--- src/rtl/alu_pkg.sv ---
// rtl/alu_pkg.sv - ALU control encodings, multiplier sequencer state type and default width.
package alu_pkg;

    localparam int WIDTH_DEFAULT = 64;

    localparam logic [3:0] ALU_AND   = 4'b0000;
    localparam logic [3:0] ALU_OR    = 4'b0001;
    localparam logic [3:0] ALU_ADD   = 4'b0010;
    localparam logic [3:0] ALU_SUB   = 4'b0110;
    localparam logic [3:0] ALU_PASSB = 4'b0111;

    typedef enum logic [1:0] {
        IDLE = 2'b00,
        RUN  = 2'b01,
        DONE = 2'b10
    } seq_state_t;

endpackage

--- src/rtl/alu_mult_sequencer_if.sv ---
// rtl/alu_mult_sequencer_if.sv - Start/Ready/Done handshake and operand/result bus of the multiplier.
interface alu_mult_sequencer_if #(
    parameter int WIDTH = alu_pkg::WIDTH_DEFAULT
) ();
    logic             Start;
    logic [WIDTH-1:0] A;
    logic [WIDTH-1:0] B;
    logic             Ready;
    logic             Done;
    logic [WIDTH-1:0] Product;
    logic             ProductZero;

    modport master (
        output Start, A, B,
        input  Ready, Done, Product, ProductZero
    );

    modport slave (
        input  Start, A, B,
        output Ready, Done, Product, ProductZero
    );
endinterface

--- src/rtl/alu.sv ---
// rtl/alu.sv - Combinational ALU (AND/OR/ADD/SUB/PassB) with zero flag.
module alu
    import alu_pkg::*;
#(
    parameter int WIDTH = WIDTH_DEFAULT
) (
    input  logic [WIDTH-1:0] BusA,
    input  logic [WIDTH-1:0] BusB,
    input  logic [3:0]       ALUCtrl,
    output logic [WIDTH-1:0] BusW,
    output logic             Zero
);
    always_comb begin
        BusW = '0;
        case (ALUCtrl)
            ALU_AND:   BusW = BusA & BusB;
            ALU_OR:    BusW = BusA | BusB;
            ALU_ADD:   BusW = BusA + BusB;
            ALU_SUB:   BusW = BusA - BusB;
            ALU_PASSB: BusW = BusB;
            default:   BusW = '0;
        endcase
    end

    assign Zero = (BusW == '0);
endmodule

--- src/rtl/alu_mult_sequencer.sv ---
// rtl/alu_mult_sequencer.sv - Shift-add multiplier sequencing one ALU in ADD mode; low WIDTH bits of A*B.
// Optional ALU_MULT_EARLY_TERM_EN: finish as soon as the remaining multiplier bits are all zero.
module alu_mult_sequencer
    import alu_pkg::*;
#(
    parameter int WIDTH = WIDTH_DEFAULT,
    parameter int CNT_W = 7
) (
    input  logic                 CLK,
    input  logic                 Reset,
    alu_mult_sequencer_if.slave  bus
);
    seq_state_t       state_q, state_d;
    logic [WIDTH-1:0] acc_q, acc_d;
    logic [WIDTH-1:0] mcand_q, mcand_d;
    logic [WIDTH-1:0] mplier_q, mplier_d;
    logic [CNT_W-1:0] cnt_q, cnt_d;
    logic [WIDTH-1:0] product_q, product_d;
    logic             product_zero_q, product_zero_d;
    logic [WIDTH-1:0] alu_busw;
    logic [WIDTH-1:0] acc_step;

    alu #(.WIDTH(WIDTH)) u_alu (
        .BusA    (acc_q),
        .BusB    (mcand_q),
        .ALUCtrl (ALU_ADD),
        .BusW    (alu_busw),
        .Zero    ()
    );

    // Partial product is accumulated only when the current multiplier LSB is set.
    assign acc_step = mplier_q[0] ? alu_busw : acc_q;

    always_comb begin
        state_d        = state_q;
        acc_d          = acc_q;
        mcand_d        = mcand_q;
        mplier_d       = mplier_q;
        cnt_d          = cnt_q;
        product_d      = product_q;
        product_zero_d = product_zero_q;
        case (state_q)
            IDLE: begin
                if (bus.Start) begin
                    mcand_d  = bus.A;
                    mplier_d = bus.B;
                    acc_d    = '0;
                    cnt_d    = '0;
                    state_d  = RUN;
                end
            end
            RUN: begin
                acc_d    = acc_step;
                mcand_d  = mcand_q << 1;
                mplier_d = mplier_q >> 1;
                cnt_d    = cnt_q + CNT_W'(1);
`ifdef ALU_MULT_EARLY_TERM_EN
                if (mplier_q == '0) begin
                    state_d        = DONE;
                    product_d      = acc_q;
                    product_zero_d = (acc_q == '0);
                end else
`endif
                if (cnt_q == CNT_W'(WIDTH - 1)) begin
                    state_d        = DONE;
                    product_d      = acc_step;
                    product_zero_d = (acc_step == '0);
                end
            end
            DONE:    state_d = IDLE;
            default: state_d = IDLE;
        endcase
    end

    always_ff @(posedge CLK) begin
        if (Reset) begin
            state_q        <= IDLE;
            acc_q          <= '0;
            mcand_q        <= '0;
            mplier_q       <= '0;
            cnt_q          <= '0;
            product_q      <= '0;
            product_zero_q <= 1'b1;
        end else begin
            state_q        <= state_d;
            acc_q          <= acc_d;
            mcand_q        <= mcand_d;
            mplier_q       <= mplier_d;
            cnt_q          <= cnt_d;
            product_q      <= product_d;
            product_zero_q <= product_zero_d;
        end
    end

    assign bus.Ready       = (state_q == IDLE);
    assign bus.Done        = (state_q == DONE);
    assign bus.Product     = product_q;
    assign bus.ProductZero = product_zero_q;
endmodule
--- src/flat_wrapper.sv ---
// flat-port wrapper written by rule: the top's interface ports become plain ports
module alu_mult_sequencer_flat import alu_pkg::*;
#(
    parameter int WIDTH = WIDTH_DEFAULT,
    parameter int CNT_W = 7
)
  (CLK, Reset, bus_Start, bus_A, bus_B, bus_Ready, bus_Done, bus_Product, bus_ProductZero);
  alu_mult_sequencer_if #(.WIDTH(WIDTH)) bus_i ();
  input  logic CLK;
  input  logic Reset;
  input wire logic [$bits(bus_i.Start)-1:0] bus_Start;
  input wire logic [$bits(bus_i.A)-1:0] bus_A;
  input wire logic [$bits(bus_i.B)-1:0] bus_B;
  output wire logic [$bits(bus_i.Ready)-1:0] bus_Ready;
  output wire logic [$bits(bus_i.Done)-1:0] bus_Done;
  output wire logic [$bits(bus_i.Product)-1:0] bus_Product;
  output wire logic [$bits(bus_i.ProductZero)-1:0] bus_ProductZero;
  assign bus_i.Start = bus_Start;
  assign bus_i.A = bus_A;
  assign bus_i.B = bus_B;
  assign bus_Ready = bus_i.Ready;
  assign bus_Done = bus_i.Done;
  assign bus_Product = bus_i.Product;
  assign bus_ProductZero = bus_i.ProductZero;
  alu_mult_sequencer #(.WIDTH(WIDTH), .CNT_W(CNT_W)) u_core (.CLK(CLK), .Reset(Reset), .bus(bus_i));
endmodule
--- config.mk ---
export PLATFORM = sky130hd
export DESIGN_NAME = alu_mult_sequencer_flat
export DESIGN_NICKNAME = d
export VERILOG_FILES = /design/src/rtl/alu_pkg.sv /design/src/rtl/alu_mult_sequencer_if.sv /design/src/rtl/alu.sv /design/src/rtl/alu_mult_sequencer.sv /design/src/flat_wrapper.sv
export SDC_FILE = /design/constraint.sdc
export NUM_CORES = 1
export LEC_CHECK = 0
export ABC_CLOCK_PERIOD_IN_PS = 4350
export CORE_MARGIN = 4
export CORE_UTILIZATION = 57
export CTS_CLUSTER_DIAMETER = 40
export DETAILED_ROUTE_END_ITERATION = 10
export PLACE_DENSITY = 0.78
export SYNTH_ARGS = -nofsm -noshare
export SYNTH_HDL_FRONTEND = slang
export SYNTH_SLANG_ARGS = --single-unit
--- constraint.sdc ---
create_clock -name CLK -period 4.35 [get_ports CLK]
set_input_delay 0.87 -clock CLK [delete_from_list [all_inputs] [get_ports CLK]]
set_output_delay 0.87 -clock CLK [all_outputs]
set_load 0.01 [all_outputs]
==> flow_metrics.py <==
metrics = {
    "layout": {
        "areaGrowthSynthToFinish_pct": 24.5,
        "nets": 2394,
        "n_fill_cell": 2140,
        "utilization": 0.719,
        "layout_common_cells": "nor2_1 (336), dfxtp_1 (263), nand2_1 (214)",
        "layout_commonest_cell": "nor2_1",
        "multi_input_area_um2": 9550,
        "drive_above_1_share": 0.0961,
        "antenna-diode-count": 0,
        "regArea_um2": 5330,
    },
    "floorplan": {
        "initial_core_util": 0.577,
        "rows": 60,
        "io_pins": 198,
        "die_w_um": 173,
        "core_region_area_um2": 26900,
        "die-area_um2": 29900,
        "die_h_um": 173,
    },
    "yosys": {
        "syn_area_um2": 15500,
        "synth_flop_cell": "dfxtp_1",
        "synthArstFlopShare": 0,
        "synth_top_area_share": 0.343,
        "synth_edf_count": 0,
        "synth_cells": 2035,
        "synth.distinct_cells": 92,
        "syn-mean-instance-area_um2": 7.63,
        "syn_nets": 2231,
        "synth_top_cell_by_area": "dfxtp_1",
        "ys_warn_count": 0,
        "synth_seq_cells": 266,
        "synth_top_cells_by_area": "dfxtp_1 (34%), nor2_1 (8.2%), a21oi_1 (5.3%)",
        "ys_seq_area_frac": 0.343,
    },
    "route": {
        "drt_first_pass_iters": 5,
        "viasPerCell": 6.17,
        "postRouteWirelength_um": 52900,
        "avgRoutedWirePerCell_um": 20.6,
        "drt_iter0_markers": 1549,
        "ant_nets": 0,
        "drc_errors": 0,
        "vias": 15900,
    },
    "timing": {
        "fin_hold_ws_ns": 0.440,
        "finClkSkew_ns": 0.0221,
        "rsz0062_at_grt": "no",
        "hold_viol_final": 0,
        "setup_tns_ns": 0,
        "slew_headroom": 0.361,
        "setup_viol": 0,
        "worst_pin_slew_ns": 0.958,
        "finalCritPeriodShare": 0.962,
        "fmax_mhz": 239,
        "drv_slew": 0,
        "finalCriticalPeriod_ns": 4.19,
    },
    "critical_path": {
        "crit_required_ns": 4.79,
        "reg2reg_from": "u_core.acc_q[0]",
        "setup.worst_path.class": "flip-flop to flip-flop",
        "reg2reg_to": "u_core.bus.ProductZero",
        "crit_fanout": 6,
        "critPathLaunch": "u_core.acc_q[0]",
        "arrival_ns": 4.63,
        "timing.critical_path.to": "u_core.bus.ProductZero",
        "crit_path_end_kind": "flip-flop",
        "rrSetupSlack_ns": 0.16,
        "start_kind": "flip-flop",
        "rr_worst_depth": 14,
    },
    "flow_run": {
        "max-cap-violations": 0,
    },
    "grt": {
        "grt_pass1_wl_um": 82500,
        "grt_max_degree": 92,
        "grt_pass1_vias": 15100,
        "overflow": 0,
        "antenna_found_initial": 0,
        "grt_usage": 0.336,
    },
    "power": {
        "p_total_uw": 7200,
        "pwr_density_cell_nw_per_um2": 372,
        "ir_drop_v": 0.000364,
        "p_leak_uw": 0.00771,
    },
    "min_path": {
        "hold_path.class": "flip-flop to flip-flop",
    },
    "placement": {
        "place_congestion": 0.952,
        "io_buffers": 197,
        "place.detailed.hpwl_um": 37600,
    },
    "clocking": {
        "clock_latency_ns": 0.54,
        "clock-root-buffer": "clkbuf_16",
        "cts.clk_slew.worst_paths_ns": 0.06,
        "numCtsBuffers": 39,
        "ctsLongestPathBuffers": 3,
        "htreeDepth": 2,
        "ctsHoldBuffers": 0,
        "cts_num_sinks": 266,
        "tritoncts": "done",
    },
    "status": {
        "status": "finished, final reports clean",
    },
}
==> stage by stage <==
stage               worst slack, ns  instance area [µm²]  std cells
detailed placement           0.0981                17900       2497
global route                0.00290                19300       2569
floorplan                     0.667                15500       2035
CTS                          0.0670                19300       2568
global placement              0.212                17900       2497
finish                        0.163                19300       2569
==> state kept, by name (all words and copies together), names as in the netlist <==
| register | flops |
|---|---|
| u_core.acc_q | 64 |
| u_core.cnt_q | 7 |
| u_core.mcand_q | 64 |
| u_core.bus.ProductZero | 1 |
| u_core.mplier_q | 64 |
| u_core.bus.Product | 64 |
| u_core.state_q | 2 |
==> metal layers <==
layer  wire [µm]  vias to the layer above  track usage
met1       23500                     7494        0.461
met5           0                        -       0.0112
met3        3870                      101       0.0588
met2       23800                      659        0.537
li1            -                     7605            -
met4        1730                        0        0.116
==> final cells by class <==
type,count,share of cell area
Clock buffer,50,0.0557
Clock inverter,21,0.0153
Inverter,17,0.00330
Multi-Input combinational cell,1597,0.494
Sequential cell,266,0.276
Tap cell,341,0.0221
Timing Repair Buffer,277,0.133
==> power breakdown <==
| part | internal, µW | total (µW) | switching (µW) |
|---|---|---|---|
| registers | 2580 | 2720 | 140 |
| logic | 487 | 1180 | 695 |
| clock network | 2040 | 3300 | 1260 |
| total | 5100 | 7200 | 2090 |
==> worst max-delay path, stage by stage (launching register included) <==
cell      delay [ns]
dfxtp_1         0.34
ha_1            0.24
fa_1            0.42
a21o_1          0.21
a221o_2         0.44
a21oi_4         0.28
o22a_1          0.23
o32ai_1         0.18
o31ai_1         0.43
o21ai_1         0.19
a221o_1         0.36
xnor2_1         0.15
nor2_1          0.10
nand4b_1        0.22
o41ai_2         0.28
==> worst min path at each step <==
stage / from / endpoint / slack [ns] / depth (start not counted)
floorplan: u_core.mplier_q[14] / u_core.mplier_q[13] / 0.42 / 2
global placement: u_core.mplier_q[2] / u_core.mplier_q[1] / 0.42 / 2
detailed placement: u_core.mplier_q[61] / u_core.mplier_q[60] / 0.43 / 2
CTS: u_core.mplier_q[61] / u_core.mplier_q[60] / 0.44 / 2
global route: u_core.mplier_q[61] / u_core.mplier_q[60] / 0.45 / 2
finish: u_core.mplier_q[61] / u_core.mplier_q[60] / 0.44 / 2
==> logic make-up (layout without fill, tap and decap cells) <==
family / after synthesis / count (layout) / synth area share
XOR/XNOR: 46 / 46 / 0.0260
flip-flops: 266 / 266 / 0.343
AND/OR/NAND/NOR: 873 / 873 / 0.259
AO/OA/AOI/OAI: 569 / 569 / 0.241
buffers and inverters: 172 / 365 / 0.0480
adder cells (fa/ha/maj): 65 / 65 / 0.0529
multiplexers: 44 / 44 / 0.0297
==> cells in the mapped netlist, drive strengths merged, types with 4 or more instances <==
cell type and n:
a211oi 52, a21boi 5, a21o 25, a21oi 166, a22o 36, a22oi 32
a311oi 30, a31oi 8, and2 7, and3 10, and4 4, buf 31
clkbuf 124, dfxtp 266, ha 64, inv 17, mux2 16, mux2i 28
nand2 216, nand2b 10, nand3 25, nand3b 4, nand4 36, nor2 341
nor2b 83, nor3 92, nor4 14, o211ai 8, o21a 12, o21ai 127
o21bai 12, o22ai 5, o31ai 10, or2 9, or3 5, xnor2 28
xor2 18
==> what timing repair did <==
item	CTS	global route
buffers inserted	0	1
resized for setup	0	14
setup endpoints to repair	0	1
Note: power is estimated with default switching activity, not from simulation.
